--- src/rtl/obstacle_pkg.sv ---
// Purpose : shared constants, state encoding and gap table for the obstacle column generator.
// Latency : n/a (declarations only).
// Backpressure: n/a.
package obstacle_pkg;

    localparam int                  OBS_LFSR_W     = 16;
    localparam logic [OBS_LFSR_W-1:0] OBS_SEED     = 16'hACE1;
    localparam logic [OBS_LFSR_W-1:0] OBS_TAPS     = 16'hB400;  // x^16+x^14+x^13+x^11, Galois form
    localparam int                  OBS_FIFO_DEPTH = 4;
    localparam int                  OBS_H_W        = 2;
    localparam int                  GAP_W          = 4;         // largest gap is 10 + 3 = 13
    localparam int                  PIPES_W        = 14;

    typedef enum logic {
        ST_FILL = 1'b0,
        ST_RUN  = 1'b1
    } state_t;

    // Minimum run of open columns between pipes, indexed by the difficulty switch.
    function automatic logic [GAP_W-1:0] base_gap(input logic [1:0] difficulty);
        logic [GAP_W-1:0] gap;
        unique case (difficulty)
            2'b00:   gap = 4'd6;
            2'b01:   gap = 4'd4;
            2'b10:   gap = 4'd3;
            default: gap = 4'd10;
        endcase
        return gap;
    endfunction

endpackage

--- src/rtl/obstacle_gen_if.sv ---
// Purpose : control/column bus between the game datapath (master) and the generator (slave).
// Latency : n/a (wires only).
// Backpressure: none; advance is a pop request, col_valid tells whether a column is present.
//   start/advance/difficulty : master -> slave
//   col_height/col_valid/underflow/pipes_out : slave -> master
interface obstacle_gen_if;
    import obstacle_pkg::*;

    logic               start;
    logic               advance;
    logic [1:0]         difficulty;
    logic [OBS_H_W-1:0] col_height;
    logic               col_valid;
    logic               underflow;
    logic [PIPES_W-1:0] pipes_out;

    modport master (
        output start, advance, difficulty,
        input  col_height, col_valid, underflow, pipes_out
    );

    modport slave (
        input  start, advance, difficulty,
        output col_height, col_valid, underflow, pipes_out
    );
endinterface

--- src/rtl/obs_fifo.sv ---
// Purpose : small synchronous FIFO; head is the registered entry at the read pointer (0 when empty).
// Latency : push at edge N is visible at head/!empty after edge N.
// Backpressure: push dropped when full unless a pop happens in the same cycle; pop ignored when empty.
//   clk/resetn : clock, synchronous active-low reset;  clr : synchronous flush
//   push/push_dat, pop : write and read requests;  full/empty/head : status and head data
module obs_fifo #(
    parameter int DEPTH = 4,
    parameter int W     = 2
) (
    input  logic         clk,
    input  logic         resetn,
    input  logic         clr,
    input  logic         push,
    input  logic [W-1:0] push_dat,
    input  logic         pop,
    output logic         full,
    output logic         empty,
    output logic [W-1:0] head
);
    localparam int AW = $clog2(DEPTH);

    logic [W-1:0]  mem_q [DEPTH];
    logic [W-1:0]  mem_d [DEPTH];
    logic [AW-1:0] wr_ptr_q, wr_ptr_d;
    logic [AW-1:0] rd_ptr_q, rd_ptr_d;
    logic [AW:0]   count_q, count_d;
    logic          do_push, do_pop;

    assign empty = (count_q == '0);
    assign full  = (count_q == (AW+1)'(DEPTH));
    assign head  = empty ? '0 : mem_q[rd_ptr_q];

    always_comb begin
        mem_d    = mem_q;
        wr_ptr_d = wr_ptr_q;
        rd_ptr_d = rd_ptr_q;
        count_d  = count_q;
        do_pop   = pop && !empty;
        // A pop frees the slot the push needs, so full+pop still accepts the write.
        do_push  = push && (!full || do_pop);
        if (do_push) begin
            mem_d[wr_ptr_q] = push_dat;
            wr_ptr_d        = wr_ptr_q + 1'b1;
        end
        if (do_pop) begin
            rd_ptr_d = rd_ptr_q + 1'b1;
        end
        unique case ({do_push, do_pop})
            2'b10:   count_d = count_q + 1'b1;
            2'b01:   count_d = count_q - 1'b1;
            default: count_d = count_q;
        endcase
        if (clr) begin
            wr_ptr_d = '0;
            rd_ptr_d = '0;
            count_d  = '0;
        end
    end

    always_ff @(posedge clk) begin
        if (!resetn) begin
            wr_ptr_q <= '0;
            rd_ptr_q <= '0;
            count_q  <= '0;
        end else begin
            wr_ptr_q <= wr_ptr_d;
            rd_ptr_q <= rd_ptr_d;
            count_q  <= count_d;
        end
    end

    // Storage needs no reset: entries are only visible once written.
    always_ff @(posedge clk) begin
        mem_q <= mem_d;
    end
endmodule

--- src/rtl/obstacle_gen.sv ---
// Purpose : LFSR-driven pipe-column source feeding a prefetch FIFO for the scrolling datapath.
// Latency : generated column visible one cycle after generation; FIFO full FIFO_DEPTH cycles after start.
// Backpressure: generation stalls (LFSR and gap hold) while the FIFO is full and not popped.
//   clk, resetn : clock, synchronous active-low reset
//   bus (slave) : start/advance/difficulty in; col_height/col_valid/underflow/pipes_out out
module obstacle_gen import obstacle_pkg::*; #(
    parameter int                LFSR_W     = OBS_LFSR_W,
    parameter logic [LFSR_W-1:0] SEED       = OBS_SEED,
    parameter logic [LFSR_W-1:0] TAPS       = OBS_TAPS,
    parameter int                FIFO_DEPTH = OBS_FIFO_DEPTH,
    parameter int                H_W        = OBS_H_W
) (
    input  logic           clk,
    input  logic           resetn,
    obstacle_gen_if.slave  bus
);
    state_t             state_q, state_d;
    logic [LFSR_W-1:0]  lfsr_q, lfsr_d;
    logic [GAP_W-1:0]   gap_q, gap_d;
    logic               underflow_q, underflow_d;
    logic [PIPES_W-1:0] pipes_q, pipes_d;

    logic               fifo_full, fifo_empty;
    logic [H_W-1:0]     head;
    logic [H_W-1:0]     push_dat;
    logic               gen, pop;

    obs_fifo #(
        .DEPTH (FIFO_DEPTH),
        .W     (H_W)
    ) u_fifo (
        .clk      (clk),
        .resetn   (resetn),
        .clr      (bus.start),
        .push     (gen),
        .push_dat (push_dat),
        .pop      (pop),
        .full     (fifo_full),
        .empty    (fifo_empty),
        .head     (head)
    );

    always_comb begin
        state_d     = state_q;
        lfsr_d      = lfsr_q;
        gap_d       = gap_q;
        underflow_d = underflow_q;
        pipes_d     = pipes_q;
        push_dat    = '0;
        pop         = bus.advance && !fifo_empty;
        gen         = 1'b0;

        unique case (state_q)
            ST_FILL: begin
                gen = !fifo_full || pop;
                if (fifo_full) begin
                    state_d = ST_RUN;
                end
            end
            default: begin
                gen = !fifo_full || pop;
            end
        endcase

        if (gen) begin
            lfsr_d = lfsr_q[0] ? ((lfsr_q >> 1) ^ TAPS) : (lfsr_q >> 1);
            if (gap_q != '0) begin
                gap_d = gap_q - 1'b1;
            end else begin
                // Height 0 is reserved for open columns, so a zero draw becomes the lowest pipe.
                push_dat = (lfsr_q[1:0] == 2'b00) ? H_W'(1) : H_W'(lfsr_q[1:0]);
                // Difficulty is only looked at here, so a switch never cuts a gap short.
                gap_d    = base_gap(bus.difficulty) + GAP_W'(lfsr_q[3:2]);
            end
        end

        if (bus.advance && fifo_empty) begin
            underflow_d = 1'b1;
        end
        if (pop && (head != '0) && (pipes_q != '1)) begin
            pipes_d = pipes_q + 1'b1;
        end

        // start overrides everything, including any advance in the same cycle.
        if (bus.start) begin
            state_d     = ST_FILL;
            lfsr_d      = SEED;
            gap_d       = base_gap(bus.difficulty);
            underflow_d = 1'b0;
            pipes_d     = '0;
            gen         = 1'b0;
            pop         = 1'b0;
        end
    end

    always_ff @(posedge clk) begin
        if (!resetn) begin
            state_q     <= ST_FILL;
            lfsr_q      <= SEED;
            gap_q       <= base_gap(bus.difficulty);
            underflow_q <= 1'b0;
            pipes_q     <= '0;
        end else begin
            state_q     <= state_d;
            lfsr_q      <= lfsr_d;
            gap_q       <= gap_d;
            underflow_q <= underflow_d;
            pipes_q     <= pipes_d;
        end
    end

    assign bus.col_height = head;
    assign bus.col_valid  = !fifo_empty;
    assign bus.underflow  = underflow_q;
    assign bus.pipes_out  = pipes_q;
endmodule

--- src/flat_wrapper.sv ---
// flat-port wrapper written by rule: the top's interface ports become plain ports
module obstacle_gen_flat import obstacle_pkg::*;
#(
    parameter int                LFSR_W     = OBS_LFSR_W,
    parameter logic [LFSR_W-1:0] SEED       = OBS_SEED,
    parameter logic [LFSR_W-1:0] TAPS       = OBS_TAPS,
    parameter int                FIFO_DEPTH = OBS_FIFO_DEPTH,
    parameter int                H_W        = OBS_H_W
)
  (clk, resetn, bus_start, bus_advance, bus_difficulty, bus_col_height, bus_col_valid, bus_underflow, bus_pipes_out);
  obstacle_gen_if bus_i ();
  input  logic clk;
  input  logic resetn;
  input wire logic [$bits(bus_i.start)-1:0] bus_start;
  input wire logic [$bits(bus_i.advance)-1:0] bus_advance;
  input wire logic [$bits(bus_i.difficulty)-1:0] bus_difficulty;
  output wire logic [$bits(bus_i.col_height)-1:0] bus_col_height;
  output wire logic [$bits(bus_i.col_valid)-1:0] bus_col_valid;
  output wire logic [$bits(bus_i.underflow)-1:0] bus_underflow;
  output wire logic [$bits(bus_i.pipes_out)-1:0] bus_pipes_out;
  assign bus_i.start = bus_start;
  assign bus_i.advance = bus_advance;
  assign bus_i.difficulty = bus_difficulty;
  assign bus_col_height = bus_i.col_height;
  assign bus_col_valid = bus_i.col_valid;
  assign bus_underflow = bus_i.underflow;
  assign bus_pipes_out = bus_i.pipes_out;
  obstacle_gen #(.LFSR_W(LFSR_W), .SEED(SEED), .TAPS(TAPS), .FIFO_DEPTH(FIFO_DEPTH), .H_W(H_W)) u_core (.clk(clk), .resetn(resetn), .bus(bus_i));
endmodule
--- config.mk ---
export PLATFORM = sky130hd
export DESIGN_NAME = obstacle_gen_flat
export DESIGN_NICKNAME = d
export VERILOG_FILES = /design/src/rtl/obstacle_pkg.sv /design/src/rtl/obstacle_gen_if.sv /design/src/rtl/obs_fifo.sv /design/src/rtl/obstacle_gen.sv /design/src/flat_wrapper.sv
export SDC_FILE = /design/constraint.sdc
export NUM_CORES = 1
export LEC_CHECK = 0
export ABC_AREA = 1
export BUFFER_PORTS_ARGS = -buffer_cell sky130_fd_sc_hd__buf_2
export CAP_MARGIN = 20
export CORE_ASPECT_RATIO = 0.8
export CORE_MARGIN = 2
export CORE_UTILIZATION = 42
export DETAILED_ROUTE_END_ITERATION = 10
export GPL_TIMING_DRIVEN = 0
export PLACE_DENSITY = 0.56
export SLEW_MARGIN = 20
export SYNTH_ARGS = -nofsm -noshare
export SYNTH_HDL_FRONTEND = slang
export SYNTH_SLANG_ARGS = --single-unit
--- constraint.sdc ---
create_clock -name clk -period 2.3 [get_ports clk]
set_input_delay 0.46 -clock clk [delete_from_list [all_inputs] [get_ports clk]]
set_output_delay 0.46 -clock clk [all_outputs]
set_load 0.1 [all_outputs]
======== Word-level counts from Yosys, hierarchy flattened ========
Cells that the tools add are included.
word-level totals
  bits in registers ....................... 50
  bits of input ports ..................... 6
  output and inout bits ................... 18
  logic and storage cells ................. 71
cells by class
  add/subtract/negate cells ............... 7
  magnitude comparators ................... 3
  equality and inequality tests ........... 7
  multiplexer cells ....................... 21
  bitwise operators ....................... 4
  reduce and logical (&&, ||, !) cells .... 18
operators with widths
  cell                     number
  $mux W4                  6
  $mux W16                 1
  $add A14 B1 Y14 const B  1
  $mux W2                  7
  $ne A14 B14 Y1 const B   1
  $pmux W4 S3              1
  $bwmux W8                1
  $logic_and A1 B1 Y1      7
  $ge A3 B3 Y1 const B     2
  $not A2 Y3               2
  $pmux W3 S2              1
  $add A2 B1 Y2 const B    2
  $add A4 B2 Y4            1
  $bmux W2 S2              1
  $demux W2 S2             1
  $eq A2 B1 Y1 const B     2
  $eq A2 B2 Y1 const B     2
  $logic_not A2 Y1         2
  $not A3 Y4               1
  $reduce_bool A2 Y1       2
  $reduce_bool A4 Y1       1
  $sub A4 B1 Y4 const B    1
  $add A3 B1 Y3 const B    1
  $eq A3 B3 Y1 const B     1
  other kinds (9)          12

======== Depth between registers and ports, before layout ========
Gate-level depths: netlist (run 1).
  word-level depth ........................ 10
  mapped depth ............................ 12
  gate-level depth less buffers ........... 12

======== Modules after synthesis ========
Synthesis (run 1) repeated with hierarchy kept, for this count alone.
unflattened totals
  cell total of the unflattened synthesis .. 333
  area, all modules ....................... 2612.5 um^2
by module, submodules not included
  module        instances  cells each  area an instance (um^2)  sequential area each (um^2)
  obstacle_gen  1          237         1806.7                   740.7
  obs_fifo      1          96          805.8                    380.4

======== Worst setup path after synthesis (run 1) ========
No wires, ideal clock.
  kind .................................... flip-flop to flip-flop
  start ................................... reg u_core.u_fifo.count_q[0]
  end ..................................... reg u_core.u_fifo.count_q[2]
  library setup time ...................... 122 ps
  arrival ................................. 2392 ps
  required time ........................... 2178 ps
  path slack .............................. -214 ps
  stages on the path, launching flop included .. 13
  buffers on the path ..................... 0
  period minus slack after synthesis ...... 2514 ps
  cells stage by stage .................... dfxtp_1 > nor2_2 > nand2_2 > nand2_2 > nand3_2 > nand2_1 > ha_1 > inv_1 > fa_1 > a21oi_1 > o21ai_0 > o21ai_0 > a21oi_1
on the way
  word-level cells in the longest chain between the ends .. 9
  elaborated cells between the ends (all ways) .. 17
  classes of those cells .................. add/sub (2); eq/ne (3); mux (3); reduce/logical (9)
RTL lines
  element                                                   RTL line            text
  from (decl)                                               obs_fifo.sv:26      logic [AW:0] count_q, count_d;
  from (signal assigned)                                    obs_fifo.sv:68      count_q <= count_d;
  $logic_not A3 Y1 *                                        obs_fifo.sv:29      assign empty = (count_q == '0);
  $logic_not A1 Y1 *                                        -
  via bus_col_valid                                         flat_wrapper.sv:18  output wire logic [$bits(bus_i.col_valid)-1:0] bus_col_valid;
  $logic_and A1 B1 Y1                                       obstacle_gen.sv:50  pop = bus.advance && !fifo_empty;
  $mux W1                                                   obstacle_gen.sv:85  if (bus.start) begin
  $logic_and A1 B1 Y1                                       obs_fifo.sv:38      do_pop = pop && !empty;
  $logic_or A1 B1 Y1                                        obs_fifo.sv:40      do_push = push && (!full || do_pop);
  $logic_and A1 B1 Y1                                       obs_fifo.sv:40
  $eq A2 B1 Y1 / $eq A2 B2 Y1 (equally long branches)       obs_fifo.sv:48      unique case ({do_push, do_pop})
  $pmux W3 S2 / $reduce_bool A2 Y1 (equally long branches)  -
The timed path passes the listed nets; every way through them passes the cells marked *.
A chain may end at the register's enable or synchronous reset.

======== Final worst setup path (run 1) ========
  start ................................... reg u_core.u_fifo.count_q[1]
  end ..................................... reg u_core.u_fifo.count_q[2]
on the way
  word-level cells in the longest chain between the ends .. 9
  elaborated cells between the ends (all ways) .. 17
  classes of those cells .................. add/sub (2); eq/ne (3); mux (3); reduce/logical (9)
RTL lines
  element                                                   RTL line
  $logic_not A3 Y1                                          obs_fifo.sv:29
  $logic_not A1 Y1                                          obs_fifo.sv:38, obstacle_gen.sv:50
  $logic_and A1 B1 Y1                                       obstacle_gen.sv:50
  $mux W1                                                   obstacle_gen.sv:85
  $logic_and A1 B1 Y1                                       obs_fifo.sv:38
  $logic_or A1 B1 Y1                                        obs_fifo.sv:40
  $logic_and A1 B1 Y1                                       obs_fifo.sv:40
  $eq A2 B1 Y1 / $eq A2 B2 Y1 (equally long branches)       obs_fifo.sv:48
  $pmux W3 S2 / $reduce_bool A2 Y1 (equally long branches)  -
Parallel ways exist; a longest one is shown, timed or not.

==> results of run 1 <==
==> worst max path at each step <==
| stage | cells after the start | to | start |
|---|---|---|---|
| after detailed placement | 12 | u_core.u_fifo.count_q[2] | u_core.u_fifo.count_q[0] |
| after floorplan | 12 | u_core.u_fifo.count_q[2] | u_core.u_fifo.count_q[0] |
| after global placement | 12 | u_core.u_fifo.count_q[2] | u_core.u_fifo.count_q[0] |
| final | 12 | u_core.u_fifo.count_q[2] | u_core.u_fifo.count_q[1] |
| after global routing | 12 | u_core.u_fifo.count_q[2] | u_core.u_fifo.count_q[1] |
| after CTS | 12 | u_core.u_fifo.count_q[2] | u_core.u_fifo.count_q[0] |
==> layer usage <==
metal	part of all wire, %	track usage, %	routed length, µm
met4	1.3	5.473	76
met5	0	0	0
met3	4.9	3.403	276
met1	53	26.85	3025
met2	40	25.79	2281
==> sequential cells by signal (all words and copies together) (netlist names) <==
name / count
u_core.u_fifo.wr_ptr_q: 2
u_core.u_fifo.mem_q: 8
u_core.bus.pipes_out: 14
u_core.lfsr_q: 16
u_core.gap_q: 4
u_core.u_fifo.count_q: 3
u_core.u_fifo.rd_ptr_q: 2
u_core.bus.underflow: 1
==> stage by stage <==
stage	area [µm²]	utilization, %	hold slack, ns	TNS, ns	setup WS (ns)
2_1_floorplan	2633	-	0.4292	-0.04810	-0.04810
3_3_place_gp	2849	47.69	0.4410	-0.1099	-0.1099
3_5_place_dp	2849	47.69	0.4459	-0.1365	-0.1365
4_1_cts	2968	49.68	0.4569	0	0.01925
5_1_grt	3000	50.22	0.4820	0	0.02167
6_report	3000	50.22	0.4647	0	0.2167
==> worst max-delay path, delay by kind of cell (launching register included) <==
kind,cells,cell delay (ns)
buffers and inverters,1,0.06
adder cells (fa/ha/maj),2,0.52
flip-flops,1,0.35
AO/OA/AOI/OAI,4,0.45
AND/OR/NAND/NOR,5,0.58
==> where the power goes <==
group,leakage (nW),switching (mW),internal [mW],total [mW]
sequential,0.430,0.0166,0.927,0.943
combinational,0.753,0.126,0.0561,0.182
clock,0.0561,0.289,0.277,0.565
==> timing repair <==
action                     in CTS  in global routing
buffers inserted                0                  3
setup endpoints to repair       1                  1
cloned                          0                  0
pin swaps                       0                  1
resized for setup               3                  3
==> cells in the final DEF, fill, tap and decap left out, types with 2 or more instances in the layout <==
master and n:
xor2_1 4, clkinv_2 2, clkbuf_8 5, fa_1 2
o21ai_0 16, xnor2_1 6, a211oi_1 2, nor2_4 4
o211ai_1 3, inv_1 40, a21oi_2 10, clkbuf_1 3
ha_1 9, nand4_1 5, nand2_1 73, nand2_4 4
a31oi_1 2, dfxtp_2 2, edfxtp_1 12, nor2_1 36
nor2_2 2, a21oi_1 15, dfxtp_1 36, inv_2 3
nand3_1 32, buf_2 26, buf_4 6
==> cell families after synthesis <==
group                    count (synthesis)  share of synthesized area, %
XOR/XNOR                                10                         3.336
adder cells (fa/ha/maj)                 11                         5.815
buffers and inverters                   53                         8.579
AO/OA/AOI/OAI                           52                         12.20
flip-flops                              50                         42.71
AND/OR/NAND/NOR                        161                         27.36
==> final cells by class <==
| cell class | instances | area, µm² | area share, % |
|---|---|---|---|
| buffer | 10 | 63.81 | 2.127 |
| clock buffer | 6 | 93.84 | 3.128 |
| clock inverter | 2 | 10.01 | 0.3336 |
| inverter | 43 | 161.4 | 5.379 |
| multi-input combinational | 234 | 1309 | 43.62 |
| sequential | 50 | 1124 | 37.45 |
| tap | 81 | 101.3 | 3.378 |
| timing repair buffer | 26 | 137.6 | 4.587 |
==> flow_summary_export.csv, run 1 <==
group,metric,value,unit
run_status,outcome,"complete, no violations",
global_route,grt_max_degree,16,
logic_synthesis,synth_nets,354,
logic_synthesis,synth_area_per_cell,7.789,µm²
sta,tightest_slew,0.6869,ns
routing,avgViaCountPerCell,4.861,
logic_synthesis,netlist_area,2625,µm²
logic_synthesis,synth_edf_count,12,
logic_synthesis,async_reset_ff_share,0,%
worst_setup_path,path_cells,"nor2_4, nand2_4, nand2_4, nand3_4, nand2_4, ha_1, inv_1, fa_1, a21oi_1, o21ai_0, o21ai_1, a21oi_1",
pwr,totalPowerFinal,1.691,mW
logic_synthesis,yosysSeqAreaShare,42.71,%
clocking,h-tree-depth,2,
logic_synthesis,ys_seq_elements,50,
routing,firstDrtPassIters,4,
clocking,cts_made_buffers,5,
global_route,grt_overflow,0,
final_layout,drive_above_1_share,19.14,%
worst_setup_path,r2r-start,"u_core.u_fifo.count_q[1]",
sta,hold_violations,0,
logic_synthesis,synthCells,337,
floorplanning,fp.dieW,92.39,µm
worst_setup_path,setup.worst_path.class,"flip-flop to flip-flop",
final_layout,final_nets,387,
sta,rsz0062_at_grt,"no",
sta,final_max_slew_viol_count,0,
routing,drtIter0Drc,102,
routing,wirelength,5660,µm
logic_synthesis,synth_area_leaders,"dfxtp_1 29%, edfxtp_1 14%, nand2_1 11%, nand3_1 6.1%, inv_1 5.7%",
worst_setup_path,endpoint_kind,"flip-flop",
sta,fin_crit,2.083,ns
clocking,clk_pin_slew,0.09,ns
clocking,postCtsHoldBufs,0,
sta,setup_viol,0,
floorplanning,initial_core_util,43.94,%
logic_synthesis,yosysWarnings,0,
routing,num_vias,2197,
floorplanning,core,5974,µm²
worst_setup_path,rrSetupSlack,0.22,ns
place,portBuffers,23,
place,gp_congestion,0.8370,
final_layout,diodes,0,
pwr,vdd_ir_drop_max,0.0003376,V
final_layout,area_growth,14.30,%
global_route,grt_pass1_vias,2003,
worst_setup_path,worstPathRequired,2.49,ns
sta,clock.fmax,480.0,MHz
sta,min_period_over_period,90.58,%
worst_setup_path,worstSetupStartpointType,"flip-flop",
global_route,grt_first_pass_wirelength,9653,µm
worst_setup_path,crit_arrival,2.28,ns
hold_path,hold_start,"u_core.lfsr_q[7]",
sta,fin_skew,0.008817,ns
sta,slew_headroom,53.93,%
clocking,cts_tree,"built",
worst_setup_path,cpPeakStageDelay,0.37,ns
logic_synthesis,synth_top_area_share,28.98,%
place,dpl.hpwl,4154,µm
hold_path,hp-class,"flip-flop to flip-flop",
floorplanning,die-area,6902,µm²
routing,wl_per_cell,12.52,µm
clocking,cts_root_buffer,"clkbuf_8",
clocking,clkLatencyLatePin,0.30,ns
pwr,p_leak,1.238,nW
worst_setup_path,r2r-end,"u_core.u_fifo.count_q[2]",
floorplanning,num_io_pins,24,
routing,drc,0,
clocking,cts_sinks,50,
clocking,cts_buffer_depth,2,
floorplanning,die-height,74.71,µm
final_layout,fin_cells,452,
hold_path,hold_depth,2,
logic_synthesis,synth.distinct_cells,32,
global_route,antenna_found_initial,0,
global_route,track_usage,17.78,%
final_layout,fill_cells,605,
hold_path,min_to,"u_core.lfsr_q[7]",
logic_synthesis,ys.flop_type,"dfxtp_1",
worst_setup_path,worst-r2r-cell-count,12,
logic_synthesis,yosysTopAreaCell,"dfxtp_1",
worst_setup_path,path_max_fanout,7,
place,dp.cells,441,
routing,ant_nets,0,
flow_run,max_cap_violations,0,
worst_setup_path,worst_path_max_delay_cell,"fa_1",
logic_synthesis,synth_common_cells,"74 x nand2_1, 40 x inv_1, 38 x dfxtp_1",
worst_setup_path,cp_common_cell,"nand2_4",
floorplanning,num_rows,25,
pwr,power_density,563.6,nW/µm²
logic_synthesis,yosysMostFrequentCell,"nand2_1",
(Power assumes the default switching activity.)
==> run 2, diff against run 1 <==
--- a/config.mk
+++ b/config.mk
@@ -12,7 +12,6 @@
 export CORE_MARGIN = 2
 export CORE_UTILIZATION = 42
 export DETAILED_ROUTE_END_ITERATION = 10
-export GPL_TIMING_DRIVEN = 0
 export PLACE_DENSITY = 0.56
 export SLEW_MARGIN = 20
 export SYNTH_ARGS = -nofsm -noshare
==> run 2 against run 1 <==
Net effect:
- die area unchanged
- non-clock buffer count is 8 lower
- final area down 2.5%
- hold slack improved by 0.0062 ns
- sequential share of layout area up 0.94 points
- critical path depth stayed put
- global-route usage decreased by 1.3 points
- wire length is 8.3% lower
- register-to-register slack gained 0.02 ns
- sequential power hardly changed
- critical endpoint unchanged
- highest routed layer unchanged
==> flow_summary_export.csv, run 2 (same netlist as run 1, synthesis figures left out) <==
group,metric,value,unit
routing,ant_nets,0,
floorplanning,num_io_pins,24,
sta,fin_crit,2.064,ns
sta,final_max_slew_viol_count,0,
worst_setup_path,r2r-end,"u_core.u_fifo.count_q[2]",
routing,wirelength,5190,µm
final_layout,area_growth,11.49,%
place,dpl.hpwl,3822,µm
global_route,antenna_found_initial,0,
clocking,cts_buffer_depth,2,
floorplanning,die-height,74.71,µm
global_route,grt_max_degree,19,
sta,rsz0062_at_grt,"no",
final_layout,final_cell_mix,"74 x nand2_1, 40 x inv_1, 36 x nor2_1, 36 x dfxtp_1, 32 x nand3_1",
floorplanning,initial_core_util,43.94,%
worst_setup_path,worstPathRequired,2.49,ns
final_layout,layout_commonest_cell,"nand2_1",
worst_setup_path,crit_start,"u_core.u_fifo.count_q[0]",
floorplanning,num_rows,25,
sta,tightest_slew,0.5514,ns
worst_setup_path,worst-r2r-cell-count,12,
place,dp.cells,436,
global_route,grt_overflow,0,
final_layout,fin_cells,444,
clocking,post_cts_resized,0,
sta,whs,0.4709,ns
worst_setup_path,worstSetupStartpointType,"flip-flop",
sta,min_period_over_period,89.74,%
worst_setup_path,setup.worst_path.class,"flip-flop to flip-flop",
floorplanning,core,5974,µm²
global_route,grt_pass1_vias,1948,
sta,hold_violations,0,
worst_setup_path,endpoint_kind,"flip-flop",
worst_setup_path,crit_arrival,2.26,ns
clocking,cts_sinks,50,
final_layout,diodes,0,
clocking,cts_made_buffers,5,
clocking,post_cts_buffers,0,
final_layout,final_nets,379,
clocking,clkLatencyLatePin,0.30,ns
sta,clock.fmax,484.5,MHz
clocking,cts_tree,"built",
routing,avgViaCountPerCell,4.759,
clocking,cts_root_buffer,"clkbuf_8",
global_route,track_usage,16.46,%
place,gp_congestion,0.7697,
clocking,h-tree-depth,2,
routing,drc,0,
floorplanning,fp.dieW,92.39,µm
routing,drtIter0Drc,123,
routing,wl_per_cell,11.69,µm
pwr,p_leak,1.199,nW
routing,num_vias,2113,
sta,setup_viol,0,
sta,fin_skew,0.007254,ns
final_layout,top_register,"u_core.lfsr_q",
worst_setup_path,r2r-start,"u_core.u_fifo.count_q[0]",
worst_setup_path,path_max_fanout,4,
worst_setup_path,crit_end,"u_core.u_fifo.count_q[2]",
sta,slew_headroom,63.02,%
pwr,power_density,575.3,nW/µm²
run_status,outcome,"complete, no violations",
flow_run,max_cap_violations,0,
routing,firstDrtPassIters,4,
hold_path,hp-class,"flip-flop to flip-flop",
clocking,postCtsHoldBufs,0,
clocking,clk_pin_slew,0.09,ns
worst_setup_path,rrSetupSlack,0.24,ns
global_route,grt_first_pass_wirelength,9087,µm
place,portBuffers,23,
final_layout,largest_reg_flops,16,
pwr,vdd_ir_drop_max,0.0002198,V
floorplanning,die-area,6902,µm²
final_layout,drive_above_1_share,17.91,%
## run 2: worst min-delay path by stage
stage | from | end | slack (ns) | depth (start not counted)
final | u_core.lfsr_q[7] | u_core.lfsr_q[7] | 0.47 | 2
after global routing | bus_advance | u_core.bus.underflow | 0.47 | 3
after CTS | bus_advance | u_core.bus.underflow | 0.47 | 3
after detailed placement | u_core.lfsr_q[7] | u_core.lfsr_q[7] | 0.45 | 2
after global placement | u_core.lfsr_q[7] | u_core.lfsr_q[7] | 0.44 | 2
after floorplan | u_core.lfsr_q[6] | u_core.lfsr_q[6] | 0.43 | 2
## run 2: through the flow
stage / utilization (%) / TNS, ns / worst slack, ns / total power [mW] / instance area [µm²]
6_report: 48.98 / 0 / 0.2360 / 1.684 / 2927
2_1_floorplan: - / -0.04810 / -0.04810 / 1.097 / 2633
3_3_place_gp: 47.25 / 0 / 0.2119 / 1.135 / 2823
5_1_grt: 48.98 / 0 / 0.03331 / 1.775 / 2927
4_1_cts: 48.98 / 0 / 0.2333 / 1.709 / 2927
3_5_place_dp: 47.25 / 0 / 0.1827 / 1.136 / 2823
## run 2: layout make-up
class	count	area [µm²]
tap	81	101.3
fill	637	3048
sequential	50	1124
clock buffer	6	93.84
timing repair buffer	28	152.6
multi-input combinational	234	1284
inverter	43	161.4
clock inverter	2	10.01
## run 2: report_power, final
part	leakage [nW]	switching (mW)	internal (mW)	total [mW]
logic	0.714	0.120	0.0513	0.171
registers	0.430	0.0166	0.927	0.943
clock network	0.0561	0.292	0.277	0.569
## run 2: worst max-delay path, stage by stage, from the launching register on
cell	delay (ns)
dfxtp_1	0.33
nor2_2	0.21
nand2_4	0.09
nand2_2	0.11
nand3_2	0.08
nand2_1	0.09
ha_1	0.15
inv_1	0.06
fa_1	0.38
a21oi_1	0.14
o21ai_0	0.12
o21ai_0	0.15
a21oi_1	0.05
## run 2: routing by layer
metal  vias to the layer above  GRT usage (%)  wire, µm
met3                         5          3.403       147
met1                       947          22.79      2809
met2                        19          26.68      2196
met5                         -              0         0
met4                         0          4.312        37
li1                       1142              -         -
